File: src/rtl/trace_capture_if.sv
// Capture/read interface of the trace capture unit: the core-side samples in,
// the FIFO read port and status flags out.
interface trace_capture_if #(
  parameter int ADDR_W = 4
);
  logic              enable;
  logic [31:0]       pc;
  logic [31:0]       alu;
  logic [31:0]       mem;
  logic              rd_valid;
  logic              rd_ready;
  logic [31:0]       rd_pc;
  logic [31:0]       rd_alu;
  logic [31:0]       rd_mem;
  logic [ADDR_W:0]   count;
  logic              overflow;
  logic              halted;
  logic [31:0]       cycle_count;

  modport master (
    output enable, pc, alu, mem, rd_ready,
    input  rd_valid, rd_pc, rd_alu, rd_mem, count, overflow, halted, cycle_count
  );

  modport slave (
    input  enable, pc, alu, mem, rd_ready,
    output rd_valid, rd_pc, rd_alu, rd_mem, count, overflow, halted, cycle_count
  );
endinterface

File: src/rtl/trace_capture_unit.sv
// Samples core PC/ALU/MEM into a circular first-word-fall-through buffer and
// stops capturing once the PC repeats HALT_REPEAT times (jump-to-self).
module trace_capture_unit #(
  parameter int DEPTH       = 16,
  parameter int ADDR_W      = 4,
  parameter int HALT_REPEAT = 2
) (
  input  logic             clk,
  input  logic             rst,
  trace_capture_if.slave   tif
);

  typedef enum logic [1:0] {IDLE, CAPTURE, HALTED} state_t;

  typedef struct packed {
    logic [31:0] pc;
    logic [31:0] alu;
    logic [31:0] mem;
  } entry_t;

  localparam int              REP_W    = $clog2(HALT_REPEAT + 1);
  localparam logic [ADDR_W:0] FULL_CNT = (ADDR_W + 1)'(DEPTH);
  localparam logic [REP_W-1:0] HALT_AT = REP_W'(HALT_REPEAT);

  state_t            state, state_nxt;
  entry_t            buffer [DEPTH];
  logic [ADDR_W-1:0] wr_ptr, rd_ptr;
  logic [ADDR_W:0]   count;
  logic              overflow;
  logic              prev_valid;
  logic [31:0]       prev_pc;
  logic [REP_W-1:0]  rep_cnt, rep_nxt;
  logic [31:0]       cycle_count;
  logic              capture, pop, write;

  // NOTE: every signal driven here gets a default first so no latch is inferred.
  always_comb begin
    capture   = tif.enable && (state != HALTED);
    pop       = (count != '0) && tif.rd_ready;
    write     = capture && ((count != FULL_CNT) || pop);
    rep_nxt   = (prev_valid && (tif.pc == prev_pc)) ? rep_cnt + REP_W'(1) : '0;
    state_nxt = state;
    case (state)
      IDLE:    if (tif.enable)  state_nxt = CAPTURE;
      CAPTURE: if (!tif.enable) state_nxt = IDLE;
      default: state_nxt = HALTED;
    endcase
    // The sample that completes the repeat run is still written.
    if (capture && (rep_nxt == HALT_AT)) state_nxt = HALTED;
  end

  // NOTE: sequential state uses non-blocking assignments only.
  always_ff @(posedge clk) begin
    if (rst) begin
      state       <= IDLE;
      wr_ptr      <= '0;
      rd_ptr      <= '0;
      count       <= '0;
      overflow    <= 1'b0;
      prev_valid  <= 1'b0;
      prev_pc     <= '0;
      rep_cnt     <= '0;
      cycle_count <= '0;
    end else begin
      state <= state_nxt;
      if (write) wr_ptr <= wr_ptr + ADDR_W'(1);
      if (pop)   rd_ptr <= rd_ptr + ADDR_W'(1);
      case ({write, pop})
        2'b10:   count <= count + (ADDR_W + 1)'(1);
        2'b01:   count <= count - (ADDR_W + 1)'(1);
        default: count <= count;
      endcase
      if (capture && !write) overflow <= 1'b1;
      if (capture) begin
        if (cycle_count != '1) cycle_count <= cycle_count + 32'd1;
        prev_pc    <= tif.pc;
        prev_valid <= 1'b1;
        rep_cnt    <= rep_nxt;
      end else begin
        prev_valid <= 1'b0;
        rep_cnt    <= '0;
      end
    end
  end

  // NOTE: trace storage is deliberately not reset; the pointers define validity.
  always_ff @(posedge clk) begin
    if (write) buffer[wr_ptr] <= '{pc: tif.pc, alu: tif.alu, mem: tif.mem};
  end

  assign tif.rd_valid    = (count != '0);
  assign tif.rd_pc       = tif.rd_valid ? buffer[rd_ptr].pc  : '0;
  assign tif.rd_alu      = tif.rd_valid ? buffer[rd_ptr].alu : '0;
  assign tif.rd_mem      = tif.rd_valid ? buffer[rd_ptr].mem : '0;
  assign tif.count       = count;
  assign tif.overflow    = overflow;
  assign tif.halted      = (state == HALTED);
  assign tif.cycle_count = cycle_count;

endmodule
File: src/flat_wrapper.sv
// flat-port wrapper written by rule: the top's interface ports become plain ports
module trace_capture_unit_flat 
#(
  parameter int DEPTH       = 16,
  parameter int ADDR_W      = 4,
  parameter int HALT_REPEAT = 2
)
  (clk, rst, tif_enable, tif_pc, tif_alu, tif_mem, tif_rd_ready, tif_rd_valid, tif_rd_pc, tif_rd_alu, tif_rd_mem, tif_count, tif_overflow, tif_halted, tif_cycle_count);
  trace_capture_if #(.ADDR_W(ADDR_W)) tif_i ();
  input  logic clk;
  input  logic rst;
  input wire logic [$bits(tif_i.enable)-1:0] tif_enable;
  input wire logic [$bits(tif_i.pc)-1:0] tif_pc;
  input wire logic [$bits(tif_i.alu)-1:0] tif_alu;
  input wire logic [$bits(tif_i.mem)-1:0] tif_mem;
  input wire logic [$bits(tif_i.rd_ready)-1:0] tif_rd_ready;
  output wire logic [$bits(tif_i.rd_valid)-1:0] tif_rd_valid;
  output wire logic [$bits(tif_i.rd_pc)-1:0] tif_rd_pc;
  output wire logic [$bits(tif_i.rd_alu)-1:0] tif_rd_alu;
  output wire logic [$bits(tif_i.rd_mem)-1:0] tif_rd_mem;
  output wire logic [$bits(tif_i.count)-1:0] tif_count;
  output wire logic [$bits(tif_i.overflow)-1:0] tif_overflow;
  output wire logic [$bits(tif_i.halted)-1:0] tif_halted;
  output wire logic [$bits(tif_i.cycle_count)-1:0] tif_cycle_count;
  assign tif_i.enable = tif_enable;
  assign tif_i.pc = tif_pc;
  assign tif_i.alu = tif_alu;
  assign tif_i.mem = tif_mem;
  assign tif_i.rd_ready = tif_rd_ready;
  assign tif_rd_valid = tif_i.rd_valid;
  assign tif_rd_pc = tif_i.rd_pc;
  assign tif_rd_alu = tif_i.rd_alu;
  assign tif_rd_mem = tif_i.rd_mem;
  assign tif_count = tif_i.count;
  assign tif_overflow = tif_i.overflow;
  assign tif_halted = tif_i.halted;
  assign tif_cycle_count = tif_i.cycle_count;
  trace_capture_unit #(.DEPTH(DEPTH), .ADDR_W(ADDR_W), .HALT_REPEAT(HALT_REPEAT)) u_core (.clk(clk), .rst(rst), .tif(tif_i));
endmodule
File: config.mk
export PLATFORM = sky130hd
export DESIGN_NAME = trace_capture_unit_flat
export DESIGN_NICKNAME = d
export VERILOG_FILES = /design/src/rtl/trace_capture_if.sv /design/src/rtl/trace_capture_unit.sv /design/src/flat_wrapper.sv
export SDC_FILE = /design/constraint.sdc
export NUM_CORES = 1
export LEC_CHECK = 0
export BUFFER_PORTS_ARGS = -buffer_cell sky130_fd_sc_hd__buf_2
export CORE_MARGIN = 10
export CORE_UTILIZATION = 55
export CTS_CLUSTER_SIZE = 40
export DETAILED_ROUTE_END_ITERATION = 12
export PLACE_DENSITY = 0.84
export SLEW_MARGIN = 20
export SYNTH_ARGS = -nofsm -noshare
export SYNTH_HDL_FRONTEND = slang
export SYNTH_SLANG_ARGS = --single-unit
File: constraint.sdc
create_clock -name clk -period 9.5 [get_ports clk]
set_clock_uncertainty 0.15 [all_clocks]
set_input_delay 1.9 -clock clk [delete_from_list [all_inputs] [get_ports clk]]
set_output_delay 1.9 -clock clk [all_outputs]
set_load 0.01 [all_outputs]
[Word level (Yosys, flattened, before mapping)]
Memory sizes are Yosys's and may differ from the RTL's. A register that Yosys moved wholly into a read port is not among the register bits.
Cells that the tools add are included.
Widths: inputs -> output; s select.
Storage, ports and cells
  flip-flop bits (word level): 83
  bits in writable memories: 1536
  memories: 1
  word-level logic and storage cells: 61
  input bits: 100
  output and inout port bits: 136
Memory list
  u_core.buffer: words 16, width 96, rd ports 1, clocked after memory_dff 1, wr ports 1, RTL line trace_capture_unit.sv:26  | entry_t buffer [DEPTH];
Operators by class
  equal/unequal tests: 13
  reductions and logical operators: 16
  bitwise gates (word level): 1
  add/sub/neg operators: 6
  multiplexer cells: 14
Operators with widths (count)
  $mux 32: 3
  $add 32x1->32 const B: 1
  $eq 32x32->1: 1
  $ne 32x32->1 const B: 1
  $pmux 5 s2: 1
  $add 4x1->4 const B: 2
  $mux 2: 4
  $mux 4: 2
  $eq 2x2->1 const B: 3
  $logic_and 1x1->1: 6
  $ne 2x2->1 const B: 3
  $ne 3x2->1 const B: 2
  $reduce_and 2->1: 3
  $add 5x1->5 const B: 1
  $ne 5x5->1 const B: 1
  $reduce_bool 5->1: 1
  $sub 5x1->5 const B: 1
  $eq 2x1->1 const B: 2
  $pmux 2 s2: 1
  $reduce_or 2->1: 2
  $mux 1: 3
  $add 2x1->2 const B: 1
  $logic_not 2->1: 1
  $reduce_bool 2->1: 1
  3 further kinds: 3

[Logic depth before layout (Yosys ltp)]
  depth after elaboration: 7
  gate-level depth with buffers: 13

[Worst setup path after synthesis]
OpenSTA, ideal clock, no wires.
  kind: input to register
  from: input port tif_rd_ready
  to: memory u_core.buffer[3][0] (netlist bit), enable pin
  stages: 4
  arrival: 9.131 ns
  path slack: -0.449 ns
  buffers on the path: 0
  path through: nor2b_1 a211oi_2 nand2_1 nor3_1
Between the ends
  longest elaborated chain between the ends: 5
RTL lines
  start, declared: RTL line flat_wrapper.sv:16  | input wire logic [$bits(tif_i.rd_ready)-1:0] tif_rd_ready;
  $logic_and 1x1->1: RTL line trace_capture_unit.sv:39  | pop = (count != '0) && tif.rd_ready;
  $logic_or 1x1->1: RTL line trace_capture_unit.sv:40  | write = capture && ((count != FULL_CNT) || pop);
  $logic_and 1x1->1: RTL line trace_capture_unit.sv:40
  $mux 1: RTL line trace_capture_unit.sv:88  | if (write) buffer[wr_ptr] <= '{pc: tif.pc, alu: tif.alu, mem: tif.mem};
  $mux 1 (not written as such): RTL line trace_capture_unit.sv:88
  end, declared: RTL line trace_capture_unit.sv:26
No other way between the ends.

==> PnR_summary.wiki <==
{| class="wikitable"
! Metric !! Value
|-
| HP Class || reg -> reg
|-
| Maximum clock insertion buffer count || 3
|-
| Count of unresolved DRC violations after routing || 0
|-
| Leakage power of the design || 22.08 nW
|-
| Setup Total Neg Slack || 0 ps
|-
| PortBufs || 235
|-
| Row Count || 123
|-
| CP startpoint kind || flop
|-
| Post-route antenna net violation count || 0
|-
| Overall power || 17.81 mW
|-
| Async set-or-reset flop fraction in the synthesized netlist || 0%
|-
| Vertical die dimension || around 360 um
|-
| Clock tree from TritonCTS || built
|-
| Number of nets in the layout || around 3.2k
|-
| DR vias/cell || 6.504
|-
| Final Hold Vio Count || 0
|-
| Setup repair after global routing missed its margin || false
|-
| Total detailed-routing wirelength || ~150 mm
|-
| Post-synthesis instance area || 62700 sq um
|-
| Slew Viols, Final || 0
|-
| Number of enable flip-flop cells after synthesis || 1536
|-
| Clk root buf || clkbuf_16
|-
| Maximum ir drop on the vdd rail || roughly 0.00021 V
|-
| Synthesized instance count || 2755
|-
| Core ar. || 112800 sq um
|-
| WS Path Type || reg -> out
|-
| Crit path DAT || 4320 ps
|-
| Detail Placement HPWL || a little over 70 mm
|-
| Yosys synthesis warning count || 0
|-
| Share of final-layout standard cells stronger than drive strength 1 || 30.41%
|-
| Nature of the critical path endpoint || primary output
|-
| Crit path time final || 6366 ps
|-
| Crit share post-route || ~67%
|-
| Area fraction of the dominant cell type after synthesis || roughly three quarters
|-
| Main area contributors after synthesis || edfxtp_1 74%, mux4_2 16%, dfxtp_1 2.8%
|-
| #FFs+latches synth || 1623
|-
| Die Width || 357.7 um
|-
| Overflow left after global routing || 0
|-
| Area enclosed by the die boundary || 127900 sq um
|-
| Setup WS post-layout || 3134 ps
|-
| Result of the run || complete, no violations
|-
| H-tree level count || 4
|-
| Insertion delay of the later-clocked pin in the worst-skew pair || 780 ps
|-
| Overall track demand over capacity in global routing || 23.60%
|-
| Yosys cell types || 49
|-
| Critical path peak fanout || 145
|-
| Initial antenna violation count || 31
|-
| Pin count of the biggest net entering global routing || between 150 and 200
|-
| Total of cells resized after clock tree synthesis || 0
|-
| First-pass DRT Iterations || 5
|-
| Synthesized Nets || roughly 2.9k
|-
| Placer Congestion || 0.7703
|-
| Post-CTS setup repair buffer count || 0
|-
| Clock sink total || 1623
|-
| Most repeated cell in the gate-level netlist after synthesis || edfxtp_1
|-
| Fraction of the yosys area taken by sequential cells || 76.34%
|-
| Endpoints failing setup || 0
|-
| Commonest cells in the netlist || 1536 x edfxtp_1, 437 x mux4_2, 98 x and2_1
|-
| Placed Cells incl. Taps || about 4.4k
|-
| Worst max-slew margin expressed relative to the limit || a little under a quarter
|-
| Number of max-capacitance violations reported || 0
|-
| Library cell occupying the most area in the post-synthesis netlist || edfxtp_1
|-
| Layout area overhead || 12.73%
|-
| Predominant post-synthesis flop cell || edfxtp_1
|-
| Number of hold buffers added after CTS || 0
|-
| First-pass GRT wire length || 220.7 mm
|-
| Synthesized area per cell || between 20 and 25 sq um
|-
| Starting DRT DRC Count || between 3k and 4k
|-
| Transition at the pin with the smallest max-transition slack || 1137 ps
|-
| Vias in the first global route || approximately 32k
|-
| Cts bufs inserted || 155
|-
| Peak Freq || 0.1571 GHz
|-
| Fill cell instance count of the final layout || slightly above 7k
|-
| IO Count || 236
|-
| CP Data Required Time || 7450 ps
|-
| Worst slack at placement || 3829 ps
|-
| Via total after detailed routing || between 30k and 40k
|-
| Number of cells in the finished layout apart from fillers || 4685
|-
| Power per cell area || 252.0 nW/um^2
|-
| DR WL/cell || 32.07 um
|-
| Clock-pin slew on the worst setup and hold paths || about 70 ps
|-
| Initial core utilization || between 50% and 60%
|}
## layout by cell type, fill, tap and decap left out, types with 4 or more instances in the layout
master / instances
edfxtp_1: 1536
mux4_2: 437
buf_2: 235
clkbuf_16: 156
and2_1: 98
nand2_1: 90
dfxtp_1: 83
a21oi_1: 66
mux4_1: 43
clkinv_1: 36
xor2_1: 35
buf_4: 34
nor2_1: 29
clkbuf_1: 29
clkinv_2: 24
or3_1: 19
nand4_1: 15
inv_1: 14
nand3_1: 14
bufinv_16: 14
nor2_4: 13
diode_2: 12
o21ai_0: 11
or4_1: 11
nor4_1: 11
o31ai_1: 10
ha_1: 10
clkinv_16: 10
buf_12: 10
nor2b_1: 7
xnor2_1: 7
o21ai_1: 7
nor3_1: 6
nand2b_1: 4
nor3_4: 4
and3_1: 4
dfxtp_4: 4
clkinv_8: 4
## cell families (layout without fill, tap and decap cells)
family          Yosys count  after routing  share of synthesized area, %
simple gates            335            335                         2.849
flops                  1623           1623                         76.34
fa+ha+maj                11             11                        0.2315
other cells               0             12                             0
compound gates          101            101                        0.8920
xor+xnor                 42             42                        0.5866
mux                     486            486                         17.60
buf+inv                 157            575                         1.505
## power by group
| part | leakage, nW | switching, mW | internal [mW] |
|---|---|---|---|
| logic | 5.00 | 1.83 | 1.67 |
| clock network | 2.50 | 2.74 | 3.47 |
| registers | 14.6 | 0.119 | 7.98 |
| total | 22.1 | 4.69 | 13.1 |
## flip-flops by register name, summed over array words and instances (netlist names), named ones only
| register | count |
|---|---|
| u_core.tif.count | 5 |
| u_core.state | 2 |
| u_core.prev_pc | 32 |
| u_core.prev_valid | 1 |
| u_core.tif.cycle_count | 32 |
| u_core.buffer | 1536 |
| u_core.rd_ptr | 4 |
| u_core.rep_cnt | 2 |
| u_core.wr_ptr | 4 |
| u_core.tif.overflow | 1 |
## metrics by stage
stage | cell area [sq um] | hold slack, ps | util (%)
after global placement | 65490 | 267.4 | 58.06
after floorplan | 62720 | 256.3 | -
after detailed placement | 65500 | 279.9 | 58.06
after global routing | 70670 | 312.0 | 62.64
final | 70680 | 293.0 | 62.66
after CTS | 70650 | 293.3 | 62.63
## layer usage
layer / global-route usage (%) / wire (um)
met1: 30.60 / 54520
met2: 40.26 / 78520
met3: 5.084 / 13490
met4: 6.991 / 3580
met5: 0 / 154
## path summary, 6_finish.rpt
check | from | to | slack [ps] | cells past startpoint
worst max-delay path | flop | tif_rd_alu[6] | 3130 | 6
worst min-delay path | u_core.rep_cnt[0] | u_core.rep_cnt[0] | 290 | 1
worst max register to register | u_core.tif.count[0] | u_core.tif.count[4] | 5040 | 11
worst min register to register | u_core.rep_cnt[0] | u_core.rep_cnt[0] | 290 | 1
## area by class of cell
type / instances / area (sq um) / share of cell area [%]
tap: 1500 / 1877 / 2.655
clock buffer: 187 / 4040 / 5.716
timing repair buffer: 279 / 1632 / 2.308
clock inverter: 95 / 1117 / 1.581
inverter: 14 / 52.55 / 0.07435
sequential: 1623 / 47880 / 67.74
multi-input combinational: 975 / 14050 / 19.88
antenna: 12 / 30.03 / 0.04248
## worst max-delay path, stage by stage, from the launching register on
cell     delay (ps)
dfxtp_4         730
buf_4           660
buf_12          710
mux4_2          460
mux4_2          460
and2_1          200
buf_2           150
Note: power is estimated with default switching activity, not from simulation.
